[src/rtl/top_level_types.sv]
// Shared register-file write types and sizing constants for the controller writeback path.
// REGS_WB_COALESCE_EN (optional build macro) is consumed by regs_wb_issuer, not here.
package top_level_types;

    localparam int REGS_WB_DEPTH = 4;
    localparam int REGS_ADDR_W   = 5;
    localparam int REGS_DATA_W   = 32;

    typedef struct packed {
        logic [REGS_ADDR_W-1:0] dst;
        logic [REGS_DATA_W-1:0] dstdata;
    } RegfileWriteType;

    typedef struct packed {
        logic [REGS_ADDR_W-1:0] dst;
        logic [REGS_DATA_W-1:0] data;
    } wb_entry_t;

    typedef enum logic [1:0] {
        OCC_EMPTY,
        OCC_ACTIVE,
        OCC_FULL
    } occ_state_t;

endpackage

[src/rtl/regs_wb_fifo.sv]
// In-order FIFO exposing every entry oldest-first; push/pop take effect at the next edge.
// No internal backpressure: caller never pushes when full or pops when empty; clr_i beats push/pop.
module regs_wb_fifo #(
    parameter int DEPTH = 4,
    parameter int WIDTH = 37
) (
    input  logic                        clk,
    input  logic                        rst,
    input  logic                        clr_i,
    input  logic                        push_i,
    input  logic                        tail_upd_i,
    input  logic [WIDTH-1:0]            dat_i,
    input  logic                        pop_i,
    output logic [$clog2(DEPTH):0]      count_o,
    output logic [DEPTH-1:0][WIDTH-1:0] ent_o,
    output logic [DEPTH-1:0]            ent_vld_o
);

    localparam int PW = $clog2(DEPTH);

    logic [PW-1:0]               rd_ptr_q;
    logic [PW-1:0]               wr_ptr_q;
    logic [PW:0]                 count_q;
    logic [DEPTH-1:0][WIDTH-1:0] mem_q;

    always_ff @(posedge clk or negedge rst) begin
        if (!rst) begin
            rd_ptr_q <= '0;
            wr_ptr_q <= '0;
            count_q  <= '0;
            mem_q    <= '0;
        end else if (clr_i) begin
            rd_ptr_q <= '0;
            wr_ptr_q <= '0;
            count_q  <= '0;
        end else begin
            if (push_i) begin
                mem_q[wr_ptr_q] <= dat_i;
                wr_ptr_q        <= wr_ptr_q + PW'(1);
            end
            // Tail overwrite targets the most recently written slot.
            if (tail_upd_i) begin
                mem_q[wr_ptr_q - PW'(1)] <= dat_i;
            end
            if (pop_i) begin
                rd_ptr_q <= rd_ptr_q + PW'(1);
            end
            count_q <= count_q + (PW+1)'(push_i) - (PW+1)'(pop_i);
        end
    end

    always_comb begin
        for (int i = 0; i < DEPTH; i++) begin
            ent_o[i]     = mem_q[rd_ptr_q + PW'(i)];
            ent_vld_o[i] = ((PW+1)'(i) < count_q);
        end
    end

    assign count_o = count_q;

endmodule

[src/rtl/regs_wb_issuer.sv]
// Writeback issuer: buffers requests, emits one regfile beat per cycle (sync one cycle after pop), forwards pending data.
// wb_ready drops only when full or flushing (never pop-dependent); REGS_WB_COALESCE_EN merges same-dst pushes into the tail.
module regs_wb_issuer
    import top_level_types::*;
#(
    parameter int DEPTH  = REGS_WB_DEPTH,
    parameter int ADDR_W = REGS_ADDR_W,
    parameter int DATA_W = REGS_DATA_W
) (
    input  logic                     clk,
    input  logic                     rst,
    input  logic                     flush,
    input  logic                     wb_valid,
    output logic                     wb_ready,
    input  logic [ADDR_W-1:0]        wb_dst,
    input  logic [DATA_W-1:0]        wb_data,
    output RegfileWriteType          CtlToRegs_port,
    output logic                     CtlToRegs_port_sync,
    input  logic [ADDR_W-1:0]        rd_addr,
    output logic                     rd_pending,
    output logic [DATA_W-1:0]        rd_fwd_data,
    output logic [$clog2(DEPTH):0]   wb_count
);

    localparam int CW = $clog2(DEPTH) + 1;

    occ_state_t            occ_q;
    RegfileWriteType       beat_q;
    logic                  sync_q;
    wb_entry_t [DEPTH-1:0] ent;
    logic [DEPTH-1:0]      ent_vld;
    logic [CW-1:0]         count;
    logic [CW-1:0]         count_nxt;
    logic                  pop_en;
    logic                  push_en;
    logic                  accept;
    logic                  coal_hit;
    wb_entry_t             push_ent;

    assign push_ent = '{dst: wb_dst, data: wb_data};
    assign pop_en   = !flush && (occ_q != OCC_EMPTY);

`ifdef REGS_WB_COALESCE_EN
    localparam int PW = $clog2(DEPTH);
    wb_entry_t tail_ent;
    logic      tail_live;

    // A lone entry being popped this cycle is already gone, so it cannot absorb the push.
    assign tail_ent  = ent[PW'(count - CW'(1))];
    assign tail_live = (count != '0) && !(pop_en && (count == CW'(1)));
    assign coal_hit  = tail_live && (tail_ent.dst == wb_dst);
`else
    assign coal_hit = 1'b0;
`endif

    assign wb_ready  = !flush && ((occ_q != OCC_FULL) || coal_hit);
    assign accept    = wb_valid && wb_ready;
    assign push_en   = accept && (wb_dst != '0) && !coal_hit;
    assign count_nxt = flush ? '0 : (count + CW'(push_en) - CW'(pop_en));

    regs_wb_fifo #(
        .DEPTH (DEPTH),
        .WIDTH ($bits(wb_entry_t))
    ) u_fifo (
        .clk        (clk),
        .rst        (rst),
        .clr_i      (flush),
        .push_i     (push_en),
        .tail_upd_i (accept && coal_hit),
        .dat_i      (push_ent),
        .pop_i      (pop_en),
        .count_o    (count),
        .ent_o      (ent),
        .ent_vld_o  (ent_vld)
    );

    always_ff @(posedge clk or negedge rst) begin
        if (!rst) begin
            occ_q  <= OCC_EMPTY;
            beat_q <= '0;
            sync_q <= 1'b0;
        end else begin
            sync_q <= pop_en;
            if (pop_en) begin
                beat_q <= '{dst: ent[0].dst, dstdata: ent[0].data};
            end
            if (flush) begin
                occ_q <= OCC_EMPTY;
            end else begin
                case (occ_q)
                    OCC_EMPTY: begin
                        if (push_en) occ_q <= OCC_ACTIVE;
                    end
                    OCC_ACTIVE: begin
                        if (count_nxt == CW'(DEPTH)) occ_q <= OCC_FULL;
                        else if (count_nxt == '0)    occ_q <= OCC_EMPTY;
                    end
                    OCC_FULL: begin
                        if (pop_en) occ_q <= OCC_ACTIVE;
                    end
                    default: occ_q <= OCC_EMPTY;
                endcase
            end
        end
    end

    // The issued beat is oldest; scanning it first lets younger FIFO hits override it.
    always_comb begin
        rd_pending  = 1'b0;
        rd_fwd_data = '0;
        if (sync_q && (beat_q.dst == rd_addr)) begin
            rd_pending  = 1'b1;
            rd_fwd_data = beat_q.dstdata;
        end
        for (int i = 0; i < DEPTH; i++) begin
            if (ent_vld[i] && (ent[i].dst == rd_addr)) begin
                rd_pending  = 1'b1;
                rd_fwd_data = ent[i].data;
            end
        end
        if (rd_addr == '0) begin
            rd_pending  = 1'b0;
            rd_fwd_data = '0;
        end
    end

    assign CtlToRegs_port      = beat_q;
    assign CtlToRegs_port_sync = sync_q;
    assign wb_count            = count;

endmodule

[config.mk]
export PLATFORM = sky130hd
export DESIGN_NAME = regs_wb_issuer
export DESIGN_NICKNAME = d
export VERILOG_FILES = /design/src/rtl/top_level_types.sv /design/src/rtl/regs_wb_fifo.sv /design/src/rtl/regs_wb_issuer.sv
export SDC_FILE = /design/constraint.sdc
export NUM_CORES = 1
export LEC_CHECK = 0
export BUFFER_PORTS_ARGS = -buffer_cell sky130_fd_sc_hd__buf_2
export CAP_MARGIN = 20
export CORE_ASPECT_RATIO = 1.1
export CORE_MARGIN = 3
export CORE_UTILIZATION = 50
export DETAILED_ROUTE_END_ITERATION = 8
export PLACE_DENSITY = 0.72
export SETUP_SLACK_MARGIN = 0.4
export SYNTH_ARGS = -nofsm -noshare
export SYNTH_HDL_FRONTEND = slang
export SYNTH_SLANG_ARGS = --single-unit
export TNS_END_PERCENT = 50
[constraint.sdc]
create_clock -name clk -period 2.7 [get_ports clk]
set_clock_uncertainty 0.1 [all_clocks]
set_input_delay 0.135 -clock clk [delete_from_list [all_inputs] [get_ports clk]]
set_output_delay 0.135 -clock clk [all_outputs]
set_load 0.01 [all_outputs]
* After elaboration in Yosys (flattened, before gate mapping)
Index checks and enable logic that the tools add are counted.
** Word-level totals
- Logic and storage cells :: 94
- Bits in registers :: 195
- Bits of input ports :: 46
** Operators by class
- Add/sub/neg operators :: 6
- Order comparisons :: 10
- Muxes and demuxes :: 34
- Reduce and logical (&&, ||, !) cells :: 20
- Equality and inequality tests :: 12
- Bitwise logic cells :: 1
** Operator list (number)
- $bmux 37 s2 :: 4
- $mux 32 :: 6
- $mux 37 :: 5
- $bwmux 148 :: 1
- $demux 37 s2 :: 1
- $eq 5x5->1 :: 5
- $mux 2 :: 9
- $lt 2x3->1 const B :: 5
- $logic_and 1x1->1 :: 10
- $lt 1x3->1 const A :: 2
- $lt 2x3->1 const A :: 2
- $mux 1 :: 6
- $pmux 2 s3 :: 1
- $reduce_bool 2->1 :: 3
- $logic_not 5->1 :: 1
- $reduce_bool 5->1 :: 1
- $add 2x1->2 const B :: 2
- $add 2x2->2 const B :: 2
- $ne 4x4->1 const B :: 1
- $add 3x1->3 :: 1
- $eq 3x3->1 const B :: 1
- $logic_not 3->1 :: 1
- $mux 3 :: 1
- $ne 3x2->1 const B :: 1
- other kinds (11) :: 11

* Logic depth before layout (Yosys ltp)
- Depth after elaboration :: 12
- Mapped depth :: 12
- Mapped depth without buffers :: 10

* Hierarchy
A second synthesis with hierarchy kept.
** Second synthesis, totals
- Cells, all modules :: 1003
- Area, all modules :: 13379.1 µm²
** By module, submodules not included
- regs_wb_fifo :: instances 1, area an instance 9815.7 µm², cells an instance 544
- regs_wb_issuer :: instances 1, area an instance 3563.4 µm², cells an instance 459

* Worst setup path before layout
Ideal clock, no wire load.
- Path kind :: register to output
- Start point :: register u_fifo.rd_ptr_q[1]
- End point :: output port rd_fwd_data[21]
- Data arrival time :: 2.450 ns
- Setup slack :: 0.015 ns
- Stages on the path, launching flop included :: 11
- Required time :: 2.465 ns
- Buffers on the path :: 3
- Cell sequence :: dfrtp_1 buf_6 mux4_2 xor2_1 nor4_2 o21a_1 buf_6 nor3_4 buf_4 a211o_1 a211oi_2
** Between the ends
- Longest elaborated chain between the ends :: 9
- Elaborated cells between the ends (all ways) :: 24
** Ends and longest elaborated chain
- from (decl) :: line regs_wb_fifo.sv:21 : logic [PW-1:0] rd_ptr_q;
- from (signal assigned) :: line regs_wb_fifo.sv:46 : rd_ptr_q <= rd_ptr_q + PW'(1);
- $add 2x1->2 or $bmux 37 s2 (tied branches) :: line regs_wb_fifo.sv:54 : ent_o[i] = mem_q[rd_ptr_q + PW'(i)];
- $bmux 37 s2 or $mux 37 (tied branches) :: line regs_wb_fifo.sv:54
- $mux 37 (implied by the code) or $eq 5x5->1 (tied branches) :: line regs_wb_fifo.sv:54, regs_wb_issuer.sv:116
- $eq 5x5->1 or $logic_and 1x1->1 (tied branches) :: line regs_wb_issuer.sv:116 : if (ent_vld[i] && (ent[i].dst == rd_addr)) begin
- $logic_and 1x1->1 or $mux 32 (tied branches) :: line regs_wb_issuer.sv:116
- $mux 32 (2 in a row) :: line regs_wb_issuer.sv:116
- $mux 32 (*) :: line regs_wb_issuer.sv:116
- $mux 32 (*) :: line regs_wb_issuer.sv:121 : if (rd_addr == '0) begin
- to (decl) :: line regs_wb_issuer.sv:21 : output logic [DATA_W-1:0] rd_fwd_data,
Every way passes the cells marked *; elsewhere a longest branch is shown, timed or not. The select of a mux whose other input is x is not followed.

* Worst setup path after layout
- Start point :: register u_fifo.rd_ptr_q[0]
- End point :: output port rd_fwd_data[30]
Same word-level chain as after synthesis.

==> out/qor.yml <==
placement:
  hpwlAfterDp_um: 22700
  gpl.final_weighted_congestion: 0.843
  pre_cts_slack_ns: -0.374
  io_buffers: 120
  post_dp_cell_area_sq_um: 13700
  dpl.cell_count: 1541
drt:
  finalWirelength_um: 35100
  drc: 0
  vias_per_std_cell: 6.13
  drt_first_pass_iters: 5
  met1Wirelength_um: 14800
  top_layer: "met4"
  vias: 10000
  postRouteAntennaNets: 0
  drt-initial-drc-count: 805
  met2_length_um: 17400
  met3RoutedLength_um: 1750
  wl_per_cell_um: 21.5
power_and_ir_drop:
  vdd.ir_drop.worst_uv: 395
  leakagePower_nw: 6.60
  power_total_mw: 10.9
  power_per_cell_area_nw_per_um2: 722
critical_path:
  rr_endpoint: "occ_q[0]$_DFFE_PN0P_"
  cp_data_arrival_time_ns: 3.27
  worst-path-max-fanout: 13
  critPathMostFrequentCell: "sky130_fd_sc_hd__buf_4"
  reg2reg_from: "occ_q[1]$_DFFE_PN0P_"
  critPathKind: "reg -> out"
  r2r_slack_ns: 0.45
  critical_path.cell_chain: "buf_6 > buf_4 > mux4_2 > xnor2_1 > nand4_1 > nor3_4 > buf_4 > a21o_1 > a21oi_1 > buf_4 > buf_2"
  worst-r2r-cell-count: 10
  critical_path.top_delay_family: "buffers and inverters"
  worstSetupStartpoint: "u_fifo.rd_ptr_q[0]$_DFFE_PN0P_"
  worst_path_largest_cell_delay_ns: 0.53
  slowest_stage: "sky130_fd_sc_hd__dfrtp_4"
  crit_path_start_kind: "flip-flop"
  worst_setup_path_end_kind: "primary output"
  cp_data_required_time_ns: 2.47
  worst-path-buf-inv: 5
timing:
  max_slew_margin_pct: 52.9
  timing.final.crit_share_pct: 130
  setup_total_negative_slack_ns: -24.96
  rsz0062_at_grt: "yes"
  finalCriticalPeriod_ns: 3.51
  slew_viol_final: 0
  final-hold-violation-count: 0
  finalSetupViolations: 33
  setup_slack_ns: -0.810
  max_slew.worst_pin.slew_ns: 0.707
  clock.fmax_mhz: 285
  fin_hold_ws_ns: 0.148
synthesis:
  synth.net_count: 1188
  synth_async_sr_flop_share_pct: 100
  netlist.area_leader.share_pct: 39.4
  netlist_instances: 1133
  synthDominantAreaCellType: "sky130_fd_sc_hd__dfrtp_1"
  ys.warnings.count: 0
  ys_seq_elements: 195
  yosys-top-cells-count: "195 x sky130_fd_sc_hd__dfrtp_1, 123 x sky130_fd_sc_hd__mux2_2, 114 x sky130_fd_sc_hd__nand2_1, 105 x sky130_fd_sc_hd__mux2i_1, 90 x sky130_fd_sc_hd__mux2_1"
  synth_seq_area_share_pct: 39.4
  syn_area_sq_um: 12400
  synthFlopType: "sky130_fd_sc_hd__dfrtp_1"
  synth_top_cells_by_area: "sky130_fd_sc_hd__dfrtp_1 39%, sky130_fd_sc_hd__mux2_2 11%, sky130_fd_sc_hd__mux2i_1 8.5%"
  synth-edff-count: 0
  syn-mean-instance-area_sq_um: 10.9
  netlist-cell-type-count: 45
  yosys.cell_count.top_type: "sky130_fd_sc_hd__dfrtp_1"
layout:
  postLayoutCoreUtil_pct: 62.8
  final-seq-area_sq_um: 4890
  antenna-diode-count: 0
  fillerInstances: 1903
  drive_gt1_share_pct: 34.3
  multi_input_comb_area_sq_um: 7080
  finalInstanceArea_sq_um: 15100
  layoutNonFillerInstCount: 1633
  finish.net_count: 1370
  syn_to_final_growth_pct: 21.6
floorplan:
  pin_count: 121
  num_rows: 59
  area_enclosed_by_the_die_boundary_sq_um: 26700
  design.core.area_sq_um: 24000
  initial_standard_cell_utilization_of_the_core_pct: 51.7
  chipWidth_um: 156
  die-height_um: 171
global_route:
  grt_usage_pct: 26.6
  grt_pass1_wl_um: 56300
  grt_start_max_net_pins: 76
  globalRouteOverflowTotal: 0
  first_global_vias: 10300
  number_of_antenna_violations_at_the_first_check_in_global_routing: 0
min_path:
  class_of_the_tightest_hold_or_removal_check: "in -> async"
cts:
  numClockSinks: 195
  cts_tree: "done"
  worstSkewPairLatency_ns: 0.45
  clkSlewWorstSetupHoldPaths_ns: 0.08
  cts_root_buf: "sky130_fd_sc_hd__clkbuf_16"
  cts-htree-levels: 4
  clock_buffers_created_by_tritoncts: 17
  cts-root-to-sink-buffers: 2
status:
  status: "finished, violations left"
  violations_in_the_final_reports: "setup timing"
flow_run:
  max_cap_viol: 0
-- worst max-delay path by stage --
| stage | cells after the start | endpoint |
|---|---|---|
| 2_1_floorplan | 10 | rd_fwd_data[21] |
| 3_3_place_gp | 9 | rd_fwd_data[19] |
| 3_5_place_dp | 9 | rd_fwd_data[1] |
| 4_1_cts | 10 | rd_fwd_data[2] |
| 5_1_grt | 11 | rd_fwd_data[2] |
| 6_report | 11 | rd_fwd_data[30] |
-- state kept, by name (all words and copies together), names as in the netlist --
register	flops
u_fifo.count_o	3
CtlToRegs_port	37
u_fifo.rd_ptr_q	2
u_fifo.wr_ptr_q	2
occ_q	2
u_fifo.mem_q	148
CtlToRegs_port_sync	1
-- what timing repair did --
item / in CTS / in global routing
buffers inserted: 14 / 4
gates resized for setup: 20 / 15
pin swaps: 10 / 14
hold buffers: 39 / 0
hold endpoints to repair: 226 / 0
gates cloned: 2 / 1
endpoints found under the setup margin: 93 / 57
-- power breakdown --
part	total [mW]	leakage (nW)	switching, mW	internal (mW)
logic	3.92	3.84	2.02	1.90
registers	4.42	2.49	0.678	3.74
clock network	2.55	0.278	1.31	1.24
-- worst reg2reg max path: cells and delay by family, from the launching register on --
| family | cells | cell delay (ns) |
|---|---|---|
| fa+ha+maj | 3 | 0.91 |
| compound gates | 2 | 0.21 |
| simple gates | 3 | 0.44 |
| buf+inv | 2 | 0.07 |
| flops | 1 | 0.45 |
-- cell families after synthesis --
logic type	count (synthesis)	synth area share [%]
buffers and inverters	114	4.28
multiplexers	333	30.6
AO/OA/AOI/OAI	272	16.6
adder cells (fa/ha/maj)	9	0.969
AND/OR/NAND/NOR	179	6.03
flip-flops	195	39.4
XOR/XNOR	31	2.19
-- metal layers --
metal | GRT usage (%) | vias up
li1 | - | 4564
met1 | 34.1 | 5032
met2 | 45.6 | 340
met3 | 4.25 | 82
met4 | 9.48 | 0
met5 | 0 | -
-- placed cells by master (no fill, tap or decap), drive strengths merged, types with 3 or more instances in the layout --
cell type and n:
buf 226, mux2 213, dfrtp 195, nand2 114, mux2i 105, o21ai 71, o211ai 63, nor2 41
dlygate4sd3 39, a21oi 38, a211oi 32, a221o 31, a211o 31, clkbuf 19, xnor2 18, inv 16
mux4 15, xor2 13, ha 8, nor3 6, clkinv 6, nand4 3, clkinvlp 3, or2 3
-- final cells by class --
cell class / instances / area share (%)
well taps: 305 / 2.53
multi-input cells: 824 / 47.0
repair buffers: 267 / 13.9
flip-flops and latches: 195 / 32.4
clock buffers: 17 / 2.82
clock inverters: 15 / 1.08
inverters: 10 / 0.282
(Power assumes the default switching activity.)
